===== config.mk =====
export PLATFORM = sky130hd
export DESIGN_NAME = wb_retire_stage
export DESIGN_NICKNAME = d
export VERILOG_FILES = /design/src/rtl/wb_retire_stage_pkg.sv /design/src/rtl/wb_retire_fifo.sv /design/src/rtl/wb_retire_stage.sv
export SDC_FILE = /design/constraint.sdc
export NUM_CORES = 1
export LEC_CHECK = 0
export BUFFER_PORTS_ARGS = -buffer_cell sky130_fd_sc_hd__buf_2
export CAP_MARGIN = 5
export CORE_MARGIN = 3
export CORE_UTILIZATION = 51
export DETAILED_ROUTE_END_ITERATION = 8
export HOLD_SLACK_MARGIN = 0.03
export PLACE_DENSITY = 0.87
export SLEW_MARGIN = 20
export SYNTH_ARGS = -nofsm -noshare
export SYNTH_HDL_FRONTEND = slang
export SYNTH_HIERARCHICAL = 1
export SYNTH_SLANG_ARGS = --single-unit

===== constraint.sdc =====
create_clock -name clk -period 5.4 [get_ports clk]
set_clock_uncertainty 0.15 [all_clocks]
set_input_delay 1.08 -clock clk [delete_from_list [all_inputs] [get_ports clk]]
set_output_delay 1.08 -clock clk [all_outputs]
set_load 0.05 [all_outputs]

===== src/rtl/wb_retire_stage_pkg.sv =====
// Shared widths and bus field offsets for the writeback retire stage.
// Bus layout, MSB first: {gr_we, dest, result, pc}.
package wb_retire_stage_pkg;

    localparam int REG_AW_DEF = 5;
    localparam int DATA_W_DEF = 32;
    localparam int PC_W_DEF   = 32;

    function automatic int bus_wd(int ra, int dw, int pw);
        return 1 + ra + dw + pw;
    endfunction

    function automatic int res_lsb(int pw);
        return pw;
    endfunction

    function automatic int dest_lsb(int dw, int pw);
        return pw + dw;
    endfunction

    function automatic int we_bit(int ra, int dw, int pw);
        return pw + dw + ra;
    endfunction

    localparam int MS_TO_WS_BUS_WD = bus_wd(REG_AW_DEF, DATA_W_DEF, PC_W_DEF);

endpackage


===== src/rtl/wb_retire_fifo.sv =====
// Pointer/count retire queue with a flat read-out of all entries.
// Flush empties the queue by moving head onto tail.
module wb_retire_fifo #(
    parameter int W     = 38,
    parameter int DEPTH = 2
) (
    input  logic                 clk,
    input  logic                 resetn,
    input  logic                 push,
    input  logic                 pop,
    input  logic                 flush,
    input  logic [W-1:0]         wdata,
    output logic [W-1:0]         head_ent,
    output logic [DEPTH*W-1:0]   entries,
    output logic [$clog2(DEPTH)-1:0] head,
    output logic [$clog2(DEPTH):0]   count,
    output logic                 empty,
    output logic                 full
);

    localparam int AW = $clog2(DEPTH);
    localparam int CW = AW + 1;

    logic [W-1:0]  mem [DEPTH];
    logic [AW-1:0] tail;

    always_ff @(posedge clk or negedge resetn) begin
        if (!resetn) begin
            head  <= '0;
            tail  <= '0;
            count <= '0;
        end else if (flush) begin
            head  <= tail;
            count <= '0;
        end else begin
            if (push)
                tail <= tail + AW'(1);
            if (pop)
                head <= head + AW'(1);
            case ({push, pop})
                2'b10:   count <= count + CW'(1);
                2'b01:   count <= count - CW'(1);
                default: count <= count;
            endcase
        end
    end

    // Entry payload needs no reset; validity lives in count.
    always_ff @(posedge clk) begin
        if (push)
            mem[tail] <= wdata;
    end

    for (genvar g = 0; g < DEPTH; g++) begin : g_flat
        assign entries[g*W +: W] = mem[g];
    end

    assign head_ent = mem[head];
    assign empty    = (count == '0);
    assign full     = (count == CW'(DEPTH));

endmodule


===== src/rtl/wb_retire_stage.sv =====
// Writeback stage: retire queue, youngest-first forwarding, RF/trace retire.
// WB_DEBUG_TRACE_EN adds the debug_wb_* trace ports.
module wb_retire_stage
    import wb_retire_stage_pkg::*;
#(
    parameter int DATA_W  = DATA_W_DEF,
    parameter int PC_W    = PC_W_DEF,
    parameter int REG_AW  = REG_AW_DEF,
    parameter int DEPTH   = 2,
    parameter int NUM_FWD = 2
) (
    input  logic                      clk,
    input  logic                      resetn,
    input  logic                      ws_stall,
    input  logic                      ws_flush,
    output logic                      ws_allowin,
    input  logic                      ms_to_ws_valid,
    input  logic [1+REG_AW+DATA_W+PC_W-1:0] ms_to_ws_bus,
    input  logic                      rf_wr_ready,
    output logic                      rf_we,
    output logic [REG_AW-1:0]         rf_waddr,
    output logic [DATA_W-1:0]         rf_wdata,
    input  logic [NUM_FWD*REG_AW-1:0] fwd_raddr,
    output logic [NUM_FWD-1:0]        fwd_hit,
    output logic [NUM_FWD*DATA_W-1:0] fwd_data
`ifdef WB_DEBUG_TRACE_EN
    ,
    output logic [PC_W-1:0]           debug_wb_pc,
    output logic [3:0]                debug_wb_rf_we,
    output logic [REG_AW-1:0]         debug_wb_rf_wnum,
    output logic [DATA_W-1:0]         debug_wb_rf_wdata
`endif
);

    localparam int BUS_W = bus_wd(REG_AW, DATA_W, PC_W);
`ifdef WB_DEBUG_TRACE_EN
    localparam int PS = PC_W;
`else
    localparam int PS = 0;
`endif
    // Stored entry drops pc when no trace is built.
    localparam int ENT_W    = BUS_W - PC_W + PS;
    localparam int RES_LSB  = res_lsb(PS);
    localparam int DEST_LSB = dest_lsb(DATA_W, PS);
    localparam int WE_BIT   = we_bit(REG_AW, DATA_W, PS);
    localparam int AW       = $clog2(DEPTH);
    localparam int CW       = AW + 1;

    logic [ENT_W-1:0]       ent_in;
    logic [ENT_W-1:0]       head_ent;
    logic [DEPTH*ENT_W-1:0] entries;
    logic [AW-1:0]          head;
    logic [CW-1:0]          count;
    logic                   empty;
    logic                   full;
    logic                   push;
    logic                   pop;

    assign ent_in = ms_to_ws_bus[BUS_W-1 -: ENT_W];

`ifndef WB_DEBUG_TRACE_EN
    logic [PC_W-1:0] unused_pc;
    assign unused_pc = ms_to_ws_bus[PC_W-1:0];
`endif

    assign pop        = !empty && rf_wr_ready && !ws_flush;
    assign ws_allowin = (!full || pop) && !ws_stall && !ws_flush;
    assign push       = ms_to_ws_valid && ws_allowin;

    wb_retire_fifo #(
        .W     (ENT_W),
        .DEPTH (DEPTH)
    ) u_fifo (
        .clk      (clk),
        .resetn   (resetn),
        .push     (push),
        .pop      (pop),
        .flush    (ws_flush),
        .wdata    (ent_in),
        .head_ent (head_ent),
        .entries  (entries),
        .head     (head),
        .count    (count),
        .empty    (empty),
        .full     (full)
    );

    assign rf_we    = pop && head_ent[WE_BIT];
    assign rf_waddr = head_ent[DEST_LSB +: REG_AW];
    assign rf_wdata = head_ent[RES_LSB +: DATA_W];

`ifdef WB_DEBUG_TRACE_EN
    assign debug_wb_pc       = head_ent[PC_W-1:0];
    assign debug_wb_rf_we    = {4{rf_we}};
    assign debug_wb_rf_wnum  = rf_waddr;
    assign debug_wb_rf_wdata = rf_wdata;
`endif

    // Walk oldest to youngest so the youngest match is the last writer.
    always_comb begin
        logic [AW-1:0]     idx;
        logic [ENT_W-1:0]  e;
        logic [REG_AW-1:0] ra;
        idx      = '0;
        e        = '0;
        ra       = '0;
        fwd_hit  = '0;
        fwd_data = '0;
        for (int i = 0; i < NUM_FWD; i++) begin
            ra = fwd_raddr[i*REG_AW +: REG_AW];
            for (int k = 0; k < DEPTH; k++) begin
                idx = head + AW'(k);
                e   = entries[idx*ENT_W +: ENT_W];
                if (CW'(k) < count && e[WE_BIT] &&
                    e[DEST_LSB +: REG_AW] == ra && ra != '0) begin
                    fwd_hit[i] = 1'b1;
                    fwd_data[i*DATA_W +: DATA_W] = e[RES_LSB +: DATA_W];
                end
            end
        end
    end

endmodule

---- After elaboration in Yosys (flattened, before gate mapping) ----
Memories as Yosys holds them, arrays and structs flattened.
Index checks and enable logic that the tools add are counted.
W data, S select, Z words.
word-level totals
  bits in registers ....................... 4
  memory bits (writable) .................. 76
  bits of input ports ..................... 86
  word-level logic and storage cells ...... 63
  memories ................................ 1
cells by class
  add/sub/neg operators ................... 4
  $mul .................................... 2
  magnitude comparators ................... 2
  eq/ne operators ......................... 7
  shift operators ......................... 2
  mux-type cells .......................... 14
  bitwise gates (word level) .............. 1
  reductions and logical operators ........ 27
memory list
  name        words  bits a word  rd ports  clocked after memory_dff  wr ports  line                  text
  u_fifo.mem  2      38           3         0                         1         wb_retire_fifo.sv:24  logic [W-1:0] mem [DEPTH];
operator list
  kind                   count
  $shiftx A76 B8 Y38     2
  $mux W32               4
  $eq A5 B5 Y1           4
  $logic_and A1 B1 Y1    16
  $mul A1 B5 Y6 const B  2
  $reduce_bool A5 Y1     2
  $mux W1                8
  $eq A2 B2 Y1 const B   2
  $logic_not A1 Y1       4
  $lt A1 B2 Y1 const A   2
  $pmux W2 S2            1
  $reduce_bool A3 Y1     1
  $add A1 B1 Y1 const B  2
  $add A2 B1 Y2 const B  1
  $eq A2 B1 Y1 const B   1
  $logic_not A2 Y1       1
  $mux W2                1
  $reduce_and A2 Y1      1
  $reduce_bool A2 Y1     1
  $sub A2 B1 Y2 const B  1
  $logic_or A1 B1 Y1     1
  $not A1 Y1             1

---- Logic depth before layout (Yosys ltp) ----
  word-level depth ........................ 11
  depth in mapped cells ................... 8
  mapped depth without buffers ............ 7

---- Cells and area by module ----
Netlist, hierarchy kept.
by module, submodules not included
  module           times used  cells each  area an instance (um2)  sequential area each (um2)
  wb_retire_fifo   1           140         3006.6                  2382.3
  wb_retire_stage  1           142         1203.7                  0.0

---- Worst setup path after synthesis ----
No wires, ideal clock.
  path type ............................... in2reg
  from .................................... in rf_wr_ready
  to ...................................... mem u_fifo.mem[0][0], enable pin
  library setup time ...................... 438 ps
  arrival time ............................ 4496 ps
  required time ........................... 4812 ps
  path slack .............................. 317 ps
  stages .................................. 4
  buffers on the path ..................... 0
  cells stage by stage .................... nand2b_1 > a211oi_1 > and2_1 > nor2b_1
between the ends
  cells in the longest elaborated chain, start to end .. 8
ends and longest elaborated chain
  element                           line                   text
  start: declaration                wb_retire_stage.sv:19  input logic rf_wr_ready,
  $logic_and A1 B1 Y1 (2 in a row)  wb_retire_stage.sv:66  assign pop = !empty && rf_wr_ready && !ws_flush;
  $logic_or A1 B1 Y1                wb_retire_stage.sv:67  assign ws_allowin = (!full || pop) && !ws_stall && !ws_flush;
  $logic_and A1 B1 Y1 (2 in a row)  wb_retire_stage.sv:67
  via ws_allowin                    wb_retire_stage.sv:16  output logic ws_allowin,
  $logic_and A1 B1 Y1               wb_retire_stage.sv:68  assign push = ms_to_ws_valid && ws_allowin;
  via push                          wb_retire_stage.sv:56  logic push;
  $mux W1                           wb_retire_fifo.sv:50   if (push)
  $mux W1 (not written as such)     wb_retire_fifo.sv:51   mem[tail] <= wdata;
  end: declaration                  wb_retire_fifo.sv:24
The timed path passes the listed nets, and every way through them passes these cells.

---- Final worst setup path ----
  from .................................... reg u_fifo.head
  to ...................................... out fwd_data[11]
between the ends
  cells in the longest elaborated chain, start to end .. 7
  elaborated cells on any way between the ends .. 15
ends and longest elaborated chain
  element                                                     line                                            text
  start: declaration                                          wb_retire_fifo.sv:15                            output logic [$clog2(DEPTH)-1:0] head,
  start signal: assignment                                    wb_retire_fifo.sv:33                            head <= tail;
  start signal: assignment                                    wb_retire_fifo.sv:39                            head <= head + AW'(1);
  $add A1 B1 Y1 / $mul A1 B5 Y6 (equally long branches)       wb_retire_stage.sv:112, wb_retire_stage.sv:113
  $mul A1 B5 Y6 / $shiftx A76 B8 Y38 (equally long branches)  wb_retire_stage.sv:113                          e = entries[idx*ENT_W +: ENT_W];
  $shiftx A76 B8 Y38, or another cell as far along            wb_retire_stage.sv:113
  $eq A5 B5 Y1 / $logic_and A1 B1 Y1 (equally long branches)  wb_retire_stage.sv:115, wb_retire_stage.sv:114
  $logic_and A1 B1 Y1, on equally long branches               wb_retire_stage.sv:114, wb_retire_stage.sv:115
  $logic_and A1 B1 Y1 / $mux W32 (equally long branches)      wb_retire_stage.sv:115, wb_retire_stage.sv:114
  $mux W32 (*)                                                wb_retire_stage.sv:114                          if (CW'(k) < count && e[WE_BIT] &&
  end: declaration                                            wb_retire_stage.sv:25                           output logic [NUM_FWD*DATA_W-1:0] fwd_data
Mark *: on every way between the ends. The rest lies on a longest branch, timed or not.

==> flow_summary.ini <==
[outcome]
outcome = complete, no violations

[routing]
ant_nets = 0
first_pass_iters = 4
first_iter_violations = 126
drt_wl_total_mm = 9.97
wl_per_cell_um = 18.3
drc_errors = 0
viasPerCell = 5.74
num_vias = 3131

[floorplan]
die_area_um2 = 9380
start_util = 0.534
die_h_um = 96.9
fp.dieW_um = 96.9
pin_count = 191
rows = 32
core_um2 = 7890

[finish]
synthToLayoutAreaGrowth_pct = 25.8
mostFrequentLayoutCells = 158 x buf_2, 76 x edfxtp_1, 64 x a22o_1, 29 x mux2_2, 13 x xnor2_1
drive_gt1_frac = 0.510
fin_cells = 545
seq_area_um2 = 2380
fillers = 588
layout_commonest_cell = buf_2
n_antenna_cell = 0
fin_area_um2 = 5300
multi_input_area_um2 = 1700
final_nets = 524

[clock_tree]
clock-sinks = 80
post_cts_resized = 0
clock_latency_ns = 0.34
hold_buffers = 0
htreeDepth = 3
cts_buffers = 9
cts_buffer_depth = 2
path_clk_slew_ns = 0.08
cts_tree = done
cts-root-buf = clkbuf_8
post-cts-setup-buffers = 0

[run]
drv_cap = 0

[sta]
tightestPinTransition_ns = 0.995
fin_ws_ns = 0.477
hold_viol_final = 0
min_period_over_period = 0.912
max_freq_ghz = 0.203
hold_ws_ns = 0.379
slew_headroom = 0.337
finalSetupViolations = 0
rsz0062_at_grt = false
setup-tns-final_ns = 0
slew_violations = 0
period_needed_ns = 4.92

[logic_synthesis]
synthMuxAreaShare = 0.151
synth_top_family_by_area = multiplexers
ys_warn_count = 6
synth_compound_area_frac = 0.139
synth_flop_cell = edfxtp_1
syn_inst = 282
synth.distinct_cells = 35
synth-seq-cells = 80
synth_xor_area_frac = 0.0478
syn_avg_cell_area_um2 = 14.9
synthesis.area_um2 = 4210
synthAdderAreaFrac = 0
syn_nets = 368
yosys.area_share.simple = 0.0594
seq_area_frac_synth = 0.566
postSynth.asyncResetShare = 0.0500
synth_edf_count = 76

[power_and_ir_drop]
ir_drop_mv = 0.248
p_leak_nw = 2.26
powerDensity_nw_per_um2 = 367

[global_route]
grt_pass1_wl_mm = 16.0
grt_max_degree = 39
overflow = 0
antenna_found_initial = 0
track_usage = 0.210
grt_pass1_vias = 3314

[setup_path]
timing.rr.end = u_fifo/mem[1][0]
start_kind = register
crit_chain = mux2i_1 -> xor2_1 -> nand4_1 -> or4_4 -> mux2i_4 -> buf_12 -> a22o_1 -> buf_2
reg2reg_depth = 5
crit_start = u_fifo/head
max_stage_delay_ns = 0.82
critPathRequiredTime_ns = 4.17
critPathCaptureType = primary output
crit_fanout = 27
crit_path_top_delay_cell = dfrtp_2
r2r_start = u_fifo/count[0]
worstSetupPathType = reg -> out
critPathTopFamily = multiplexers
path_buf_inv = 2
crit_arrival_ns = 3.69
r2r_slack_ns = 2.77

[place]
dpl_cell_area_um2 = 5080
dp.final_hpwl_mm = 7.05
dpl_worst_slack_ns = 0.868
dpl.cell_count = 529
io_buffers = 158
place.gp.congestion = 0.886

[min_path]
hold_path_class = in -> async
## final cells by class
cell class,instances,area share
Clock buffer,11,0.0248
Clock inverter,5,0.0151
Sequential cell,80,0.450
Tap cell,102,0.0241
Multi-Input combinational cell,184,0.321
Timing Repair Buffer,163,0.165
## worst max-delay path by stage
| stage | cells after the start | to | slack (ns) |
|---|---|---|---|
| 6_report | 8 | fwd_data[11] | 0.48 |
| 5_1_grt | 8 | fwd_data[33] | 0.25 |
| 4_1_cts | 8 | fwd_data[11] | 0.47 |
| 3_5_place_dp | 8 | fwd_data[11] | 0.87 |
| 3_3_place_gp | 8 | fwd_data[33] | 0.88 |
| 2_1_floorplan | 4 | u_fifo/mem[0][0] | 0.32 |
## cells in the mapped netlist, types with 2 or more instances
master    number  area, um^2
or4_1          2        15.0
nand4_1        3        18.8
nor2_1         7        26.3
mux2i_1       10         100
buf_2          7        35.0
mux2i_2        2        27.5
xor2_1        10        87.6
nor4_1         2        12.5
and2_1         4        25.0
nor2b_1        2        12.5
xnor2_1       13         114
or4_4          2        22.5
mux2_2        29         327
a22o_1        64         561
nand2_1        5        18.8
nor3_1         2        10.0
mux2_4        12         180
buf_6          8        90.1
buf_4          2        15.0
nand2b_1       3        18.8
dfrtp_1        4         100
edfxtp_1      76        2280
## power breakdown
| group | internal (mW) | switching (mW) | leakage [nW] |
|---|---|---|---|
| registers | 0.726 | 0.0624 | 0.740 |
| clock network | 0.261 | 0.205 | 0.102 |
| logic | 0.239 | 0.449 | 1.42 |
| total | 1.23 | 0.717 | 2.26 |
## state kept, by name, summed over array words and instances (netlist names)
name,flops
u_fifo/mem,76
u_fifo/count,2
u_fifo/head,1
u_fifo/tail,1
## per-layer routing
layer / global-route usage / vias to the layer above / part of all wire
met2: 0.369 / 148 / 0.51
met4: 0.110 / 0 / 0.021
met3: 0.0526 / 18 / 0.069
met1: 0.235 / 1516 / 0.40
met5: 0 / - / 0
li1: - / 1449 / -
## stage by stage
| step | power (mW) | utilization |
|---|---|---|
| 5_1_grt | 2.03 | 0.671 |
| 6_report | 1.94 | 0.671 |
| 2_1_floorplan | 1.36 | - |
| 3_5_place_dp | 1.49 | 0.645 |
| 4_1_cts | 1.96 | 0.671 |
| 3_3_place_gp | 1.48 | 0.641 |
## kinds of logic after synthesis
logic type	count (synthesis)
AO/OA/AOI/OAI	68
XOR/XNOR	23
buffers and inverters	18
flip-flops	80
multiplexers	53
AND/OR/NAND/NOR	40
No activity file was read; power rests on OpenSTA's default activity.
